### src/rtl/uart_pkg.sv
// Shared types and helpers for the UART receiver (and the transmitter beside it).
// Optional even-parity support is selected with the UART_RX_PARITY_EN macro.
package uart_pkg;

    typedef enum logic [2:0] {
        IDLE,
        START,
        DATA,
        PARITY,
        STOP
    } rx_state_t;

    localparam int UART_DATA_BITS = 8;

    // Clocks per oversample tick, rounded down.
    function automatic int calc_div(input int clk_rate, input int baud_rate, input int oversample);
        return clk_rate / (baud_rate * oversample);
    endfunction

endpackage

### src/rtl/uart_rx_os_if.sv
// Serial line in, received byte and status out; master = receiver, slave = host side.
interface uart_rx_os_if;
    import uart_pkg::*;

    logic                      rx_i;
    logic [UART_DATA_BITS-1:0] data_o;
    logic                      datEn_o;
    logic                      frameErr_o;
    logic                      parityErr_o;
    logic                      busy_o;

    modport master (
        input  rx_i,
        output data_o, datEn_o, frameErr_o, parityErr_o, busy_o
    );

    modport slave (
        output rx_i,
        input  data_o, datEn_o, frameErr_o, parityErr_o, busy_o
    );

endinterface

### src/rtl/uart_rx_tick_gen.sv
// Oversample tick divider: counts 0..DIV-1 and pulses tick on the last count.
// A synchronous clear restarts the phase; shared with the transmitter.
module uart_rx_tick_gen #(
    parameter int DIV = 10
) (
    input  logic clk_i,
    input  logic rst_i,
    input  logic clr,
    output logic tick
);
    localparam int CW = (DIV > 1) ? $clog2(DIV) : 1;

    logic [CW-1:0] cnt;

    // NOTE: sequential state uses non-blocking assignments so every register sees pre-edge values.
    always_ff @(posedge clk_i) begin
        if (rst_i || clr) begin
            cnt <= '0;
        end else if (cnt == CW'(DIV - 1)) begin
            cnt <= '0;
        end else begin
            cnt <= cnt + CW'(1);
        end
    end

    assign tick = (cnt == CW'(DIV - 1));

endmodule

### src/rtl/uart_rx_os.sv
// 16x oversampling UART receiver, 8N1 by default; define UART_RX_PARITY_EN for 8E1.
// Bits are decided by 2-of-3 majority around mid-bit; the byte is strobed at the stop-bit decision.
module uart_rx_os
    import uart_pkg::*;
#(
    parameter int CLK_RATE   = 100000000,
    parameter int BAUD_RATE  = 9600,
    parameter int OVERSAMPLE = 16
) (
    input  logic          clk_i,
    input  logic          rst_i,
    uart_rx_os_if.master  bus
);
    localparam int DIV = calc_div(CLK_RATE, BAUD_RATE, OVERSAMPLE);
    localparam int M   = OVERSAMPLE / 2;
    localparam int SW  = $clog2(OVERSAMPLE);
    localparam int IW  = $clog2(UART_DATA_BITS);

    logic sync1, sync2, prev;
    logic fall;
    logic tick, tick_clr;

    rx_state_t                 state, state_n;
    logic [SW-1:0]             s, s_n;
    logic [IW-1:0]             idx, idx_n;
    logic [UART_DATA_BITS-1:0] sh, sh_n;
    logic                      samp_a, samp_a_n, samp_b, samp_b_n;
    logic [UART_DATA_BITS-1:0] data_q, data_n;
    logic                      den_q, den_n;
    logic                      ferr_q, ferr_n;
    logic                      majority, decide, bit_end;
`ifdef UART_RX_PARITY_EN
    logic                      pmis_q, pmis_n;
    logic                      perr_q, perr_n;
`endif

    // Line synchronizer plus the previous-value register for falling-edge detection.
    always_ff @(posedge clk_i) begin
        if (rst_i) begin
            sync1 <= 1'b1;
            sync2 <= 1'b1;
            prev  <= 1'b1;
        end else begin
            sync1 <= bus.rx_i;
            sync2 <= sync1;
            prev  <= sync2;
        end
    end

    assign fall = prev & ~sync2;

    uart_rx_tick_gen #(.DIV(DIV)) u_tick (
        .clk_i (clk_i),
        .rst_i (rst_i),
        .clr   (tick_clr),
        .tick  (tick)
    );

    assign decide   = tick && (s == SW'(M + 1));
    assign bit_end  = tick && (s == SW'(OVERSAMPLE - 1));
    assign majority = (samp_a & samp_b) | (samp_a & sync2) | (samp_b & sync2);

    always_comb begin
        // NOTE: every variable gets a default first so no path can infer a latch.
        state_n  = state;
        s_n      = s;
        idx_n    = idx;
        sh_n     = sh;
        samp_a_n = samp_a;
        samp_b_n = samp_b;
        data_n   = data_q;
        den_n    = 1'b0;
        ferr_n   = ferr_q;
        tick_clr = 1'b0;
`ifdef UART_RX_PARITY_EN
        pmis_n   = pmis_q;
        perr_n   = perr_q;
`endif

        if (tick) begin
            s_n = bit_end ? '0 : s + SW'(1);
            if (s == SW'(M - 1)) samp_a_n = sync2;
            if (s == SW'(M))     samp_b_n = sync2;
        end

        case (state)
            IDLE: begin
                s_n = '0;
                if (fall) begin
                    state_n  = START;
                    tick_clr = 1'b1;
                end
            end
            START: begin
                if (decide && majority) begin
                    state_n = IDLE;
                end else if (bit_end) begin
                    state_n = DATA;
                    idx_n   = '0;
                end
            end
            DATA: begin
                if (decide) sh_n = {majority, sh[UART_DATA_BITS-1:1]};
                if (bit_end) begin
                    if (idx == IW'(UART_DATA_BITS - 1)) begin
`ifdef UART_RX_PARITY_EN
                        state_n = PARITY;
`else
                        state_n = STOP;
`endif
                    end else begin
                        idx_n = idx + IW'(1);
                    end
                end
            end
`ifdef UART_RX_PARITY_EN
            PARITY: begin
                if (decide)  pmis_n  = majority ^ (^sh);
                if (bit_end) state_n = STOP;
            end
`endif
            STOP: begin
                // Deliver at mid-stop so a back-to-back start bit is never missed.
                if (decide) begin
                    data_n  = sh;
                    ferr_n  = ~majority;
                    den_n   = 1'b1;
                    state_n = IDLE;
`ifdef UART_RX_PARITY_EN
                    perr_n  = pmis_q;
`endif
                end
            end
            default: state_n = IDLE;
        endcase
    end

    always_ff @(posedge clk_i) begin
        if (rst_i) begin
            state  <= IDLE;
            s      <= '0;
            idx    <= '0;
            sh     <= '0;
            samp_a <= 1'b1;
            samp_b <= 1'b1;
            data_q <= '0;
            den_q  <= 1'b0;
            ferr_q <= 1'b0;
`ifdef UART_RX_PARITY_EN
            pmis_q <= 1'b0;
            perr_q <= 1'b0;
`endif
        end else begin
            state  <= state_n;
            s      <= s_n;
            idx    <= idx_n;
            sh     <= sh_n;
            samp_a <= samp_a_n;
            samp_b <= samp_b_n;
            data_q <= data_n;
            den_q  <= den_n;
            ferr_q <= ferr_n;
`ifdef UART_RX_PARITY_EN
            pmis_q <= pmis_n;
            perr_q <= perr_n;
`endif
        end
    end

    assign bus.data_o     = data_q;
    assign bus.datEn_o    = den_q;
    assign bus.frameErr_o = ferr_q;
    assign bus.busy_o     = (state != IDLE);
`ifdef UART_RX_PARITY_EN
    assign bus.parityErr_o = perr_q;
`else
    assign bus.parityErr_o = 1'b0;
`endif

endmodule

### src/flat_wrapper.sv
// flat-port wrapper written by rule: the top's interface ports become plain ports
module uart_rx_os_flat import uart_pkg::*;
#(
    parameter int CLK_RATE   = 100000000,
    parameter int BAUD_RATE  = 9600,
    parameter int OVERSAMPLE = 16
)
  (clk_i, rst_i, bus_rx_i, bus_data_o, bus_datEn_o, bus_frameErr_o, bus_parityErr_o, bus_busy_o);
  uart_rx_os_if bus_i ();
  input  logic clk_i;
  input  logic rst_i;
  input wire logic [$bits(bus_i.rx_i)-1:0] bus_rx_i;
  output wire logic [$bits(bus_i.data_o)-1:0] bus_data_o;
  output wire logic [$bits(bus_i.datEn_o)-1:0] bus_datEn_o;
  output wire logic [$bits(bus_i.frameErr_o)-1:0] bus_frameErr_o;
  output wire logic [$bits(bus_i.parityErr_o)-1:0] bus_parityErr_o;
  output wire logic [$bits(bus_i.busy_o)-1:0] bus_busy_o;
  assign bus_i.rx_i = bus_rx_i;
  assign bus_data_o = bus_i.data_o;
  assign bus_datEn_o = bus_i.datEn_o;
  assign bus_frameErr_o = bus_i.frameErr_o;
  assign bus_parityErr_o = bus_i.parityErr_o;
  assign bus_busy_o = bus_i.busy_o;
  uart_rx_os #(.CLK_RATE(CLK_RATE), .BAUD_RATE(BAUD_RATE), .OVERSAMPLE(OVERSAMPLE)) u_core (.clk_i(clk_i), .rst_i(rst_i), .bus(bus_i));
endmodule
### config.mk
export PLATFORM = sky130hd
export DESIGN_NAME = uart_rx_os_flat
export DESIGN_NICKNAME = d
export VERILOG_FILES = /design/src/rtl/uart_pkg.sv /design/src/rtl/uart_rx_os_if.sv /design/src/rtl/uart_rx_tick_gen.sv /design/src/rtl/uart_rx_os.sv /design/src/flat_wrapper.sv
export SDC_FILE = /design/constraint.sdc
export NUM_CORES = 1
export LEC_CHECK = 0
export ABC_AREA = 1
export CAP_MARGIN = 15
export CORE_UTILIZATION = 30
export CTS_CLUSTER_SIZE = 16
export DETAILED_ROUTE_END_ITERATION = 8
export PLACE_DENSITY_LB_ADDON = 0.05
export RECOVER_POWER = 100
export SETUP_SLACK_MARGIN = 0.02
export SKIP_LAST_GASP = 1
export SYNTH_ARGS = -nofsm -noshare
export SYNTH_HDL_FRONTEND = slang
export SYNTH_SLANG_ARGS = --single-unit
### constraint.sdc
create_clock -name clk_i -period 1.6 [get_ports clk_i]
set_input_delay 0.32 -clock clk_i [delete_from_list [all_inputs] [get_ports clk_i]]
set_output_delay 0.32 -clock clk_i [all_outputs]
set_load 0.03 [all_outputs]
==> impl_results.md, run 1 <==
* Startpoint types: register
* Total CTS buffers at 5
* Worst Hold Depth at 1
* XOR/XNOR Fraction of Synth Area at less than 1%
* Synth Instances at around 270
* Clock Skew at ~0.010 ns
* Top Ports at 15
* WS Path Type: register to register
* Synthesized net count at roughly 280
* Total internal power at ~1.6 mW
* Cell area power density at ~860 nW/um^2
* Ys Warns at 0
* Pins Over Slew Limit at 0
* Arrival @ worst endpoint at between 1.5 and 2 ns
* Worst setup EP type: register
* Clock Path Buffers at 2
* # nets final at roughly 310
* Buffers plus inverters on the worst setup path at 2
* Setup ws final at between 0.015 and 0.02 ns
* Async SR Flop Fraction at 0%
* Sequential power share at between 40% and 50%
* End point of the worst hold path: u_core.sync2
* RSZ-0062 raised after global routing: yes
* Worst skew pair latency at 0.30 ns
* Routed vias/inst at 4.49
* VDD IR max at 0.349 mV
* Vias at 1729
* Synth top area share at between 40% and 50%
* Die Span Y at between 80 and 90 um
* DR pass1 iterations at 4
* Core area at 6760 um^2
* Diodes inserted at 0
* Fin. Hold Viols at 0
* Power Total at 2.31 mW
* Number of core rows at 30
* Routability Congestion at 0.775
* Total clock sinks at 43
* Non-filler instance count after layout at 385
* Leading post-synthesis cells by cell area: dfxtp_1 (41%), a211oi_2 (9.0%), inv_1 (7.7%)
* Maximum clock rate at 0.632 GHz
* Gr ovfl total at 0
* Post-Place Cells at roughly 370
* Synth Area in Adders at under 10%
* Hold Slack at 0.437 ns
* Avg WL per Cell at about 11 um
* Post-synthesis cell type count at 28
* Cell area after synthesis at about 2100 um^2
* Antenna violations before repair at 0
* Root Driver: clkbuf_8
* Largest delay share family, worst path: simple AND/OR/NAND/NOR gates
* Worst hold start: u_core.sync1
* Synth Area in Compound Gates at 15.5%
* H-tree levels at 2
* Sequential cell area fraction in the yosys report at 41.3%
* Switching power at 0.721 mW
* Largest net degree at the start of global routing at 20
* R2R cell count at 7
* Layout cells sized above 1 at between 30% and 40%
* Die Area at 7290 um^2
* Initial DRC Count at between 70 and 80
* Largest family of logic cells by synthesized area: simple AND/OR/NAND/NOR gates
* Pre-CTS WS at -0.0484 ns
* Area leader, netlist: dfxtp_1
* Worst-path clk slew at 0.10 ns
* DRC Markers at 0
* Synth-to-layout area growth at 29.6%
* Lkg Pwr at between 1 and 1.5 nW
* Reg2Reg Capture Point: u_core.idx[0]
* Cts hold-fix bufs at 0
* Final Cycle Share at 98.9%
* Avg Cell Area, Syn at just under 8 um^2
* Ys flop type: dfxtp_1
* Detail Placement HPWL at between 3 and 4 mm
* CP dominant cell by count: inv_1
* Req. time, crit path at 1.81 ns
* First-pass GRT wire length at ~7.5 mm
* Final setup viols at 0
* Clock group share of total power at a little under a third
* Vias in the first global route at approximately 1700
* Port Buf Inserts at 13
* Initial Util at 30.9%
* Setup TNS at 0 ns
* R2R setup slack at ~0.017 ns
* Synth Area in Simple Gates at about 27%
* Switch share at 31.2%
* Final min period at 1.58 ns
* Die X at roughly 85 um
* Final wirelength at approximately 4.4 mm
* Post-synthesis mux area share at 0%
* Crit-path max FO at 4
* Logic gate share of total power at between 10% and 20%
* Max_cap viols at 0
* GRT Total Usage at a little over an eighth
* EDFF count, synth at 0
* Worst path cell trace: inv_1, nor2_1, nand4_1, nor2_2, nand3_2, o21ai_1, inv_1
* CTS tree: yes
* Routed Antenna Nets at 0
* Status: complete, no violations
* Seq cells post-synth at 43
* Min-delay worst type: register to register
* Max stage delay cell, worst path: dfxtp_1
* CP max stage delay at between 0.4 and 0.5 ns
* FF-to-FF Start: u_core.s[3]
## area by class of cell
| class | count | area [um^2] |
|---|---|---|
| Timing Repair Buffer | 37 | 323 |
| Multi-Input combinational cell | 169 | 1140 |
| Clock inverter | 3 | 23.8 |
| Tap cell | 80 | 100 |
| Clock buffer | 5 | 68.8 |
| Inverter | 48 | 183 |
| Sequential cell | 43 | 867 |
| Fill cell | 727 | 4060 |
## repair_timing
action | in CTS | in global routing
gates resized for setup | 15 | 52
endpoints found under the hold margin | 0 | 0
pin swaps | 4 | 14
gates cloned | 0 | 0
buffers inserted | 0 | 3
endpoints found under the setup margin | 21 | 35
## cell families after synthesis
logic type | Yosys count
flops | 43
xor+xnor | 1
buf+inv | 55
other cells | 1
simple gates | 119
compound gates | 41
fa+ha+maj | 7
## sequential cells by signal, indices dropped and copies added, names as in the netlist
| register | count |
|---|---|
| u_core.samp_a | 1 |
| u_core.state | 3 |
| u_core.prev | 1 |
| u_core.bus.frameErr_o | 1 |
| u_core.bus.datEn_o | 1 |
| u_core.sh | 8 |
| u_core.u_tick.cnt | 10 |
| u_core.sync2 | 1 |
| u_core.s | 4 |
| u_core.sync1 | 1 |
| u_core.bus.data_o | 8 |
| u_core.idx | 3 |
| u_core.samp_b | 1 |
## how the worst max path moves through the flow
| stage | to | startpoint | cells after the start | slack [ns] |
|---|---|---|---|---|
| final | u_core.idx[0] | u_core.s[3] | 7 | 0.02 |
| after global routing | u_core.idx[0] | u_core.s[0] | 8 | -0.14 |
| after CTS | bus_busy_o | u_core.state[1] | 3 | -0.06 |
| after detailed placement | u_core.sh[7] | u_core.u_tick.cnt[0] | 9 | -0.05 |
| after global placement | u_core.sh[7] | u_core.u_tick.cnt[0] | 9 | -0.05 |
| after floorplan | u_core.sh[5] | u_core.u_tick.cnt[0] | 10 | 0.09 |
## power by group through the flow
stage | combinational [mW] | sequential, mW | clock, mW
2_1_floorplan | 0.258 | 1.15 | 0
5_1_grt | 0.504 | 1.14 | 0.823
6_report | 0.454 | 1.13 | 0.725
3_3_place_gp | 0.411 | 1.15 | 0
4_1_cts | 0.399 | 1.13 | 0.771
3_5_place_dp | 0.406 | 1.15 | 0
## metal layers
metal  share of wire (%)  global-route usage, %  wire length, um  vias to the layer above
met5                   0                      0                0                        -
met4                 1.3                   4.39               55                        0
met3                 2.4                   3.02              106                        5
met2                  43                   20.5             1900                       16
met1                  53                   17.7             2330                      781
li1                    -                      -                -                      927
## per-stage QoR
step	area [um^2]	util, %
final	2700	40.0
after CTS	2530	37.5
after detailed placement	2440	36.2
after global placement	2440	36.2
after global routing	2700	40.0
after floorplan	2080	-
## Yosys cell counts, types with 3 or more instances
master	count
nand2_1	36
inv_2	5
nor2_1	41
a21oi_1	15
nand2_2	3
a211oi_2	15
nor3_1	3
o21ai_0	8
inv_1	43
dfxtp_1	43
nand4_1	7
nor2_4	3
ha_1	7
nand3_1	15
nor3b_1	5
buf_4	3
## layout by cell type, fill, tap and decap left out, drive strengths merged, types with 10 or more instances in the layout
cell type	Yosys	layout
a211oi	15	15
a21oi	15	15
buf	5	20
clkbuf	2	10
dfxtp	43	43
dlygate4sd2	0	10
inv	48	49
nand2	40	40
nand3	16	16
nor2	44	44
Note: power is estimated with default switching activity, not from simulation.
==> run 2, diff against run 1 <==
--- a/config.mk
+++ b/config.mk
@@ -13,6 +13,7 @@
 export PLACE_DENSITY_LB_ADDON = 0.05
 export RECOVER_POWER = 100
 export SETUP_SLACK_MARGIN = 0.02
+export SKIP_CTS_REPAIR_TIMING = 1
 export SKIP_LAST_GASP = 1
 export SYNTH_ARGS = -nofsm -noshare
 export SYNTH_HDL_FRONTEND = slang
==> run 2 against run 1 <==
Against the previous run:
- combinational power rose by 6.4%
- clock skew down 0.00079 ns
- critical path type unchanged
- first-iteration DRC count increased by 5.3%
- cell count increased by 0.26%
- wire length increased by 3.1%
- largest cell class unchanged
- register-to-register slack better by 0.04 ns
- critical path depth is 2 higher
- non-clock buffer count is the same
- critical endpoint is now u_core.idx[1]
- global-route usage is essentially flat
==> impl_results.md, run 2 (same netlist as run 1, synthesis figures left out) <==
* GRT Total Usage at a little over an eighth
* RSZ-0062 raised after global routing: yes
* Total CTS buffers at 5
* Clock group share of total power at between 30% and 40%
* Setup TNS at 0 ns
* Fin. Hold Viols at 0
* Post-Place Cells at 374
* Worst path cell trace: ha_1, nand2_1, nor2_2, nand4_1, nor2_2, nand2_2, inv_2, nand2_1, a21oi_1
* Die Span Y at between 80 and 90 um
* Cell area power density at 855 nW/um^2
* Arrival @ worst endpoint at 1.78 ns
* Vias at 1759
* Most common cell after layout, fill and taps aside: inv_1
* Req. time, crit path at about 1.8 ns
* Max reg flops at 10
* Final wirelength at between 4 and 5 mm
* Worst-path clk slew at 0.10 ns
* Largest Register: u_core.u_tick.cnt
* Power Total at between 2 and 2.5 mW
* Total internal power at about 1.6 mW
* FF-to-FF Start: u_core.s[0]
* CP max stage delay at 0.37 ns
* Crit-path max FO at 4
* Die X at roughly 85 um
* CTS tree: yes
* Avg WL per Cell at approximately 12 um
* Total clock sinks at 43
* Pre-CTS WS at -0.0484 ns
* Sequential power share at 48.4%
* Cell Area, Placed at approximately 2400 um^2
* Pins Over Slew Limit at 0
* Diodes inserted at 0
* WS Path Type: register to register
* Largest net degree at the start of global routing at 20
* Layout cells sized above 1 at 34.0%
* Gr ovfl total at 0
* Most frequent cells in the layout: inv_1 (41), dfxtp_1 (37), nand2_1 (34), nor2_1 (23), buf_4 (19)
* Root Driver: clkbuf_8
* Max stage delay cell, worst path: dfxtp_4
* # nets final at 315
* Vias in the first global route at 1648
* Synth-to-layout area growth at 31.1%
* Clock Skew at 0.00960 ns
* Routability Congestion at slightly below 0.8
* Clock Path Buffers at 2
* Worst setup EP type: register
* DRC Markers at 0
* Initial DRC Count at 80
* Detail Placement HPWL at roughly 3.2 mm
* Die Area at around 7300 um^2
* Final Cycle Share at 96.4%
* Final setup viols at 0
* Maximum clock rate at between 0.6 and 0.7 GHz
* Max_cap viols at 0
* Min-delay worst type: register to register
* Status: complete, no violations
* H-tree levels at 2
* Top Ports at 15
* Switch share at a little under a third
* Initial Util at between 30% and 40%
* Non-filler instance count after layout at 386
* Crit. Startpoint: u_core.s[0]
* Startpoint types: register
* Worst skew pair latency at roughly 0.30 ns
* Antenna violations before repair at 0
* Logic gate share of total power at approximately a fifth
* Lkg Pwr at between 1 and 1.5 nW
* Final min period at 1.54 ns
* Routed Antenna Nets at 0
* Port Buf Inserts at 13
* Setup ws final at roughly 0.058 ns
* Finished Cell Area at approximately 2700 um^2
* Routed vias/inst at roughly 4.6
* Switching power at around 0.73 mW
* Number of core rows at 30
* First-pass GRT wire length at ~7.5 mm
* Core area at 6760 um^2
* Worst hold start: u_core.sync1
* DR pass1 iterations at 4
* VDD IR max at 0.347 mV
==> run 2: cell count changes in the layout (fill, tap and decap cells not counted), moves of 2 or more <==
cell,previous run,this run
dlygate4sd2_1,10,0
clkbuf_4,2,0
nor2_1,29,23
o21ai_1,5,3
clkbuf_1,1,11
nor2_2,11,14
nand2_4,1,3
buf_4,16,19
nor2_4,4,7
clkbuf_2,2,0
==> run 2: path summary, 6_finish.rpt <==
kind | to | slack (ns) | depth (start not counted)
worst min register to register | u_core.sync2 | 0.44 | 1
worst min-delay path | u_core.sync2 | 0.44 | 1
worst max register to register | u_core.idx[1] | 0.06 | 9
worst max-delay path | u_core.idx[1] | 0.06 | 9
==> run 2: area by class of cell <==
class / count / area, um^2
well taps: 80 / 100
clock inverters: 3 / 23.8
multi-input cells: 170 / 1200
repair buffers: 37 / 288
inverters: 48 / 183
flip-flops and latches: 43 / 871
clock buffers: 5 / 68.8
fillers: 713 / 4020
==> run 2: layer usage <==
layer  up-vias  GRT usage [%]  part of all wire [%]
li1        931              -                     -
met3         2           3.02                   2.4
met5         -              0                     0
met2        19           20.5                    46
met4         0           4.39                  0.55
met1       807           17.6                    51
==> run 2: power groups by stage <==
stage	clock network [mW]	logic [mW]	registers [mW]
floorplan	0	0.258	1.15
global placement	0	0.411	1.15
detailed placement	0	0.406	1.15
CTS	0.771	0.408	1.13
global route	0.825	0.535	1.14
finish	0.722	0.483	1.13
==> run 2: per-stage QoR <==
step	utilization (%)	hold slack, ns
after global placement	36.2	0.415
after CTS	37.6	0.454
after global routing	40.4	0.474
after detailed placement	36.2	0.415
after floorplan	-	0.389
final	40.4	0.438
==> run 2: critical path: cells and delay by family, from the launching register on <==
family	cells	cell delay, ns
fa+ha+maj	1	0.17
simple gates	6	0.75
flops	1	0.37
buf+inv	1	0.08
compound gates	1	0.11
==> run 3, diff against run 2 <==
--- a/config.mk
+++ b/config.mk
@@ -6,7 +6,6 @@
 export NUM_CORES = 1
 export LEC_CHECK = 0
 export ABC_AREA = 1
-export CAP_MARGIN = 15
 export CORE_UTILIZATION = 30
 export CTS_CLUSTER_SIZE = 16
 export DETAILED_ROUTE_END_ITERATION = 8
@@ -15,6 +14,7 @@
 export SETUP_SLACK_MARGIN = 0.02
 export SKIP_CTS_REPAIR_TIMING = 1
 export SKIP_LAST_GASP = 1
+export SLEW_MARGIN = 25
 export SYNTH_ARGS = -nofsm -noshare
 export SYNTH_HDL_FRONTEND = slang
 export SYNTH_SLANG_ARGS = --single-unit
==> results of run 3 <==
Final layout, timing and power as in run 2 (identical DEF).
